[src/rtl/vga_pkg.sv]
// Shared VGA pipeline types and constants: timing/colour widths, sprite size,
// the bundle passed between draw stages, and the sprite overlay states.
package vga_pkg;

  localparam int HCNT_W   = 11;
  localparam int VCNT_W   = 11;
  localparam int RGB_W    = 12;
  localparam int POS_W    = 12;

  localparam int SPRITE_W = 32;
  localparam int SPRITE_H = 32;

  localparam logic [RGB_W-1:0] KEY_BLACK = 12'h000;

  typedef struct packed {
    logic [HCNT_W-1:0] hcount;
    logic              hsync;
    logic              hblnk;
    logic [VCNT_W-1:0] vcount;
    logic              vsync;
    logic              vblnk;
    logic [RGB_W-1:0]  rgb;
  } vga_bus_t;

  typedef enum logic {
    WAIT_FRAME = 1'b0,
    ACTIVE     = 1'b1
  } sprite_state_e;

endpackage

[src/rtl/vga_delay.sv]
// N-stage register delay for the VGA timing bundle plus colour; any draw stage
// that needs its timing re-aligned with a multi-cycle colour path can reuse it.
module vga_delay
  import vga_pkg::*;
#(
  parameter int N = 2
) (
  input  logic     clk,
  input  logic     rst_n,
  input  vga_bus_t bus_i,
  output vga_bus_t bus_o
);

  vga_bus_t stage_q [N];

  // NOTE: sequential state is written with non-blocking assignments so every
  // stage samples the value its predecessor held before this edge. The array
  // is a short shift register, not a RAM, so it is reset like any other flop
  // to keep the outputs at 0 while rst_n is low.
  always_ff @(posedge clk or negedge rst_n) begin
    if (!rst_n) begin
      for (int i = 0; i < N; i++) stage_q[i] <= '0;
    end else begin
      stage_q[0] <= bus_i;
      for (int i = 1; i < N; i++) stage_q[i] <= stage_q[i-1];
    end
  end

  assign bus_o = stage_q[N-1];

endmodule

[src/rtl/sprite_draw_32x32.sv]
// Overlays a ROM-backed sprite onto the VGA stream: addresses the registered ROM,
// then composites its pixel with the background, 3 clocks of constant latency.
module sprite_draw_32x32
  import vga_pkg::*;
#(
  parameter int               IMG_W   = SPRITE_W,
  parameter int               IMG_H   = SPRITE_H,
  parameter int               ADDR_W  = 10,
  parameter bit               KEY_EN  = 1'b1,
  parameter logic [RGB_W-1:0] KEY_RGB = KEY_BLACK
) (
  input  logic              clk,
  input  logic              rst_n,
  input  logic [HCNT_W-1:0] hcount_in,
  input  logic              hsync_in,
  input  logic              hblnk_in,
  input  logic [VCNT_W-1:0] vcount_in,
  input  logic              vsync_in,
  input  logic              vblnk_in,
  input  logic [RGB_W-1:0]  rgb_in,
  input  logic [POS_W-1:0]  xpos,
  input  logic [POS_W-1:0]  ypos,
  input  logic [RGB_W-1:0]  rgb_pixel,
  output logic [ADDR_W-1:0] pixel_addr,
  output logic [HCNT_W-1:0] hcount_out,
  output logic              hsync_out,
  output logic              hblnk_out,
  output logic [VCNT_W-1:0] vcount_out,
  output logic              vsync_out,
  output logic              vblnk_out,
  output logic [RGB_W-1:0]  rgb_out
);

  localparam int AX_W  = $clog2(IMG_W);
  localparam int AY_W  = $clog2(IMG_H);
  localparam int CMP_W = POS_W + 1;

  sprite_state_e     state_q, state_d;
  logic              vsync_q;
  logic              vsync_rise;
  logic [POS_W-1:0]  x_lat_q, y_lat_q;
  logic [ADDR_W-1:0] pixel_addr_q, pixel_addr_d;
  logic              in_sprite, in_d1_q, in_d2_q;
  vga_bus_t          bus_s1, bus_d2, out_q, out_d;

  assign vsync_rise = vsync_in & ~vsync_q;

  // NOTE: every combinational output gets a default before any branch, so no
  // path leaves it unassigned and no latch is inferred.
  always_comb begin
    state_d = state_q;
    case (state_q)
      WAIT_FRAME: if (vsync_rise) state_d = ACTIVE;
      ACTIVE:     state_d = ACTIVE;
      default:    state_d = WAIT_FRAME;
    endcase
  end

  // Position is sampled only on the vsync edge so a frame never tears.
  always_ff @(posedge clk or negedge rst_n) begin
    if (!rst_n) begin
      state_q <= WAIT_FRAME;
      vsync_q <= 1'b0;
      x_lat_q <= '0;
      y_lat_q <= '0;
    end else begin
      state_q <= state_d;
      vsync_q <= vsync_in;
      if (vsync_rise) begin
        x_lat_q <= xpos;
        y_lat_q <= ypos;
      end
    end
  end

  // Stage 1: one bit wider than the position so x+IMG_W clips instead of wrapping.
  logic [CMP_W-1:0] h_ext, v_ext, x_ext, y_ext, x_end, y_end;
  logic [AX_W-1:0]  addr_x;
  logic [AY_W-1:0]  addr_y;

  assign h_ext = CMP_W'(hcount_in);
  assign v_ext = CMP_W'(vcount_in);
  assign x_ext = CMP_W'(x_lat_q);
  assign y_ext = CMP_W'(y_lat_q);
  assign x_end = x_ext + CMP_W'(IMG_W);
  assign y_end = y_ext + CMP_W'(IMG_H);

  assign in_sprite = ~hblnk_in & ~vblnk_in &
                     (h_ext >= x_ext) & (h_ext < x_end) &
                     (v_ext >= y_ext) & (v_ext < y_end);

  assign addr_x       = hcount_in[AX_W-1:0] - x_lat_q[AX_W-1:0];
  assign addr_y       = vcount_in[AY_W-1:0] - y_lat_q[AY_W-1:0];
  assign pixel_addr_d = in_sprite ? ADDR_W'({addr_y, addr_x}) : pixel_addr_q;

  always_ff @(posedge clk or negedge rst_n) begin
    if (!rst_n) begin
      pixel_addr_q <= '0;
      in_d1_q      <= 1'b0;
      in_d2_q      <= 1'b0;
    end else begin
      pixel_addr_q <= pixel_addr_d;
      in_d1_q      <= in_sprite;
      in_d2_q      <= in_d1_q;
    end
  end

  assign pixel_addr = pixel_addr_q;

  assign bus_s1 = '{hcount: hcount_in, hsync: hsync_in, hblnk: hblnk_in,
                    vcount: vcount_in, vsync: vsync_in, vblnk: vblnk_in,
                    rgb: rgb_in};

  vga_delay #(.N(2)) u_delay (
    .clk   (clk),
    .rst_n (rst_n),
    .bus_i (bus_s1),
    .bus_o (bus_d2)
  );

  // Stage 3: ROM word arrives alongside the twice-delayed background.
  logic key_hit, draw;

  assign key_hit = KEY_EN & (rgb_pixel == KEY_RGB);
  assign draw    = (state_q == ACTIVE) & in_d2_q & ~key_hit;

  always_comb begin
    out_d     = bus_d2;
    out_d.rgb = draw ? rgb_pixel : bus_d2.rgb;
  end

  always_ff @(posedge clk or negedge rst_n) begin
    if (!rst_n) out_q <= '0;
    else        out_q <= out_d;
  end

  assign hcount_out = out_q.hcount;
  assign hsync_out  = out_q.hsync;
  assign hblnk_out  = out_q.hblnk;
  assign vcount_out = out_q.vcount;
  assign vsync_out  = out_q.vsync;
  assign vblnk_out  = out_q.vblnk;
  assign rgb_out    = out_q.rgb;

endmodule

[config.mk]
export PLATFORM = sky130hd
export DESIGN_NAME = sprite_draw_32x32
export DESIGN_NICKNAME = d
export VERILOG_FILES = /design/src/rtl/vga_pkg.sv /design/src/rtl/vga_delay.sv /design/src/rtl/sprite_draw_32x32.sv
export SDC_FILE = /design/constraint.sdc
export NUM_CORES = 1
export LEC_CHECK = 0
export ABC_CLOCK_PERIOD_IN_PS = 3450
export CORE_MARGIN = 2
export CORE_UTILIZATION = 45
export CTS_BUF_LIST = sky130_fd_sc_hd__clkbuf_8
export DETAILED_ROUTE_END_ITERATION = 7
export GPL_TIMING_DRIVEN = 0
export PLACE_DENSITY = 0.74
export SLEW_MARGIN = 25
export SYNTH_ARGS = -nofsm -noshare
export SYNTH_HDL_FRONTEND = slang
export SYNTH_SLANG_ARGS = --single-unit
export TNS_END_PERCENT = 10
[constraint.sdc]
create_clock -name clk -period 3.45 [get_ports clk]
set_input_delay 0.5175 -clock clk [delete_from_list [all_inputs] [get_ports clk]]
set_output_delay 0.5175 -clock clk [all_outputs]
set_load 0.05 [all_outputs]
==> flow_summary_export.csv <==
group,metric,value,unit
yosys,ys_seq_elements,151,
placement,io_buffers,123,
power_and_ir_drop,power.density,583,mW/mm^2
yosys,syn_inst,394,
yosys,syn-cell-area,0.00556,mm^2
worst_setup_path,crit_path_cell_trace,"clkdlybuf4s50_1 -> inv_1 -> ha_1 -> fa_1 -> nand2b_1 -> a21oi_1 -> o21ai_0 -> a21oi_1 -> o2111ai_2 -> buf_6 -> mux2_4",
worst_setup_path,crit_path_max_incr_delay,480,ps
layout,fin_nets,651,
power_and_ir_drop,p_leak,3.35,nW
timing,period_needed,2760,ps
clocking,cts_made_buffers,17,
global_route,grt_usage,17.1,%
route,drc,0,
timing,fin_crit_sh,80.0,%
worst_setup_path,worstPathArrival,3070,ps
clocking,cts_tree,"done",
placement,placed_area,0.00701,mm^2
timing,slew_violations,0,
power_and_ir_drop,total_power,0.00432,W
worst_setup_path,cp_common_cell,"a21oi_1",
route,vias,3393,
clocking,clkSinkCount,151,
yosys,synth_fp_nets,508,
global_route,grt-ovfl-total,0,
global_route,antenna_found_initial,0,
route,wl_per_cell,15.3,um
placement,gp_congestion,0.820,
layout,layout-drive-gt1-share,11.3,%
timing,finalHoldViolCount,0,
yosys,async_flop_share,100,%
timing,clock_skew,10.3,ps
global_route,grt_max_degree,90,
job,max_cap_violations,0,
worst_setup_path,critPathTopFamily,"buffers and inverters",
floorplanning,die_x,115,um
floorplanning,rows,40,
timing,setup_viol,0,
min_path,hold_class,"input port to asynchronous set/reset pin",
clocking,cts-root-buf,"clkbuf_8",
global_route,grt_pass1_wl,17200,um
worst_setup_path,worst_path_max_delay_cell,"clkdlybuf4s50_1",
yosys,synth.area.top_cells,"dfrtp_1, ha_1, mux2_2",
placement,dp_hpwl,8010,um
worst_setup_path,crit_path_end_kind,"flop",
yosys,synth_warnings,0,
worst_setup_path,critPathRequiredTime,3760,ps
worst_setup_path,setup.worst_path.class,"input port to flop",
worst_setup_path,critPathBufInv,3,
floorplanning,core_region_area,0.0120,mm^2
global_route,grt_pass1_vias,3507,
worst_setup_path,cp_max_fo,10,
yosys,synth_top_area_share,68.0,%
timing,tightest_slew,559,ps
layout,stdcell_area,0.00742,mm^2
yosys,synth_edf_count,0,
floorplanning,dieArea,0.0133,mm^2
status,outcome,"complete, no violations",
floorplanning,fp.dieH,115,um
worst_setup_path,crit_path_start_kind,"input port",
timing,fmax,362,MHz
layout,fin_util,61.8,%
clocking,htreeDepth,4,
yosys,dominantRegCellSynth,"dfrtp_1",
timing,relSlewSlack,62.6,%
route,drt_wl_total,10700,um
clocking,cts_setup_buffers,0,
timing,hold_ws,11.8,ps
clocking,clk-insertion-delay-late,430,ps
yosys,yosysUniqueCellTypes,44,
timing,rsz0062_at_grt,"false",
route,drt_iter0_markers,180,
clocking,holdBufCountCts,0,
clocking,clkTransAtPathRegs,90,ps
route,dr.pass1.iters,4,
floorplanning,start_util,46.3,%
route,final_antenna_net_count,0,
worst_setup_path,startpoint,"hcount_in[0]",
worst_setup_path,rr_startpoint,"y_lat_q[7]",
power_and_ir_drop,irDropWorstVdd,198,uV
layout,area_growth,33.5,%
yosys,avgSynthCellArea,14.1,um^2
layout,final_cell_mix,"dfrtp_1, clkdlybuf4s50_1, ha_1, inv_1, o21ai_0",
layout,diodes,0,
yosys,yosysTopAreaCell,"dfrtp_1",
route,viasPerCell,4.87,
clocking,clock_path_buffers,2,
clocking,cts_resized,0,
yosys,seq_area_frac_synth,68.0,%
floorplanning,top_level_ports,124,
layout,final_common_cell,"dfrtp_1",
[worst paths after layout]
path,to,slack (ps),depth (start not counted)
min in group clk,u_delay.bus_o[12],350,0
worst max register to register,pixel_addr[3],730,11
worst max-delay path,pixel_addr[3],690,11
worst min register to register,u_delay.bus_o[12],350,0
max in group asynchronous,vcount_out[6],2670,2
worst min-delay path,u_delay.bus_o[27],10,1
[synth_stat cells (all sizes together) (2+ instances only)]
library cell	instances
nand2	26
ha	36
mux2i	5
a21boi	2
a31oi	3
o21a	2
inv	31
nand2b	2
and4b	2
o2111ai	2
a21o	2
nand3	4
and4	2
nor2b	3
mux2	22
xor2	2
nor4	5
xnor2	10
a21oi	13
clkbuf	6
o31ai	2
nor2	14
dfrtp	151
a211oi	2
nand4	2
o21ai	27
fa	2
[stage by stage]
step / setup TNS (ps) / instances / setup WS, ps
final: 0 / 697 / 690
after global routing: 0 / 697 / 521
after CTS: 0 / 697 / 708
after detailed placement: 0 / 665 / 280
after global placement: -574870 / 664 / -3820
after floorplan: 0 / 394 / 1020
[per-layer routing]
metal  vias up  track usage [%]  wire (um)
met5         -                0          0
met4         0             6.43        208
met3        16             4.96        590
met2       110             27.2       5110
met1      1632             22.6       4750
li1       1635                -          -
[worst reg2reg max path, stage by stage (launching register included)]
cell and delay, ps:
dfrtp_1 400, inv_1 100, nor4_1 340, xnor2_1 180, ha_1 280, a21oi_1 170
a311o_1 140, o311ai_0 150, a21oi_1 190, o2111ai_2 150, buf_6 200, mux2_4 300
[registers in the layout, indices dropped and copies added (netlist names)]
register / cells
rgb_out: 12
u_delay.bus_o: 38
vblnk_out: 1
hblnk_out: 1
hcount_out: 11
vcount_out: 11
state_q: 1
u_delay.stage_q: 38
in_d2_q: 1
pixel_addr: 10
y_lat_q: 12
vsync_out: 1
hsync_out: 1
in_d1_q: 1
x_lat_q: 12
[kinds of logic (layout without fill, tap and decap cells)]
| group | after synthesis | after routing | share of synthesized area (%) |
|---|---|---|---|
| adder cells (fa/ha/maj) | 38 | 38 | 8.82 |
| AO/OA/AOI/OAI | 63 | 63 | 7.20 |
| multiplexers | 27 | 27 | 5.70 |
| XOR/XNOR | 12 | 12 | 1.89 |
| buffers and inverters | 38 | 194 | 2.70 |
| flip-flops | 151 | 151 | 68.0 |
| AND/OR/NAND/NOR | 65 | 65 | 5.70 |
[final cells by class]
class,instances,area [um^2]
timing repair buffer,124,1260
fill,970,4590
buffer,7,33.8
inverter,31,116
multi-input combinational,205,1630
tap,147,184
clock inverter,15,178
sequential,151,3780
clock buffer,17,234
[power by group]
| group | switching, W | internal [W] | total [W] | leakage, nW |
|---|---|---|---|---|
| logic | 0.000560 | 0.000393 | 0.000953 | 1.37 |
| clock network | 0.000707 | 0.000675 | 0.00138 | 0.206 |
| registers | 0.0000701 | 0.00192 | 0.00199 | 1.78 |
| total | 0.00134 | 0.00299 | 0.00432 | 3.35 |
Note: power is estimated with default switching activity, not from simulation.
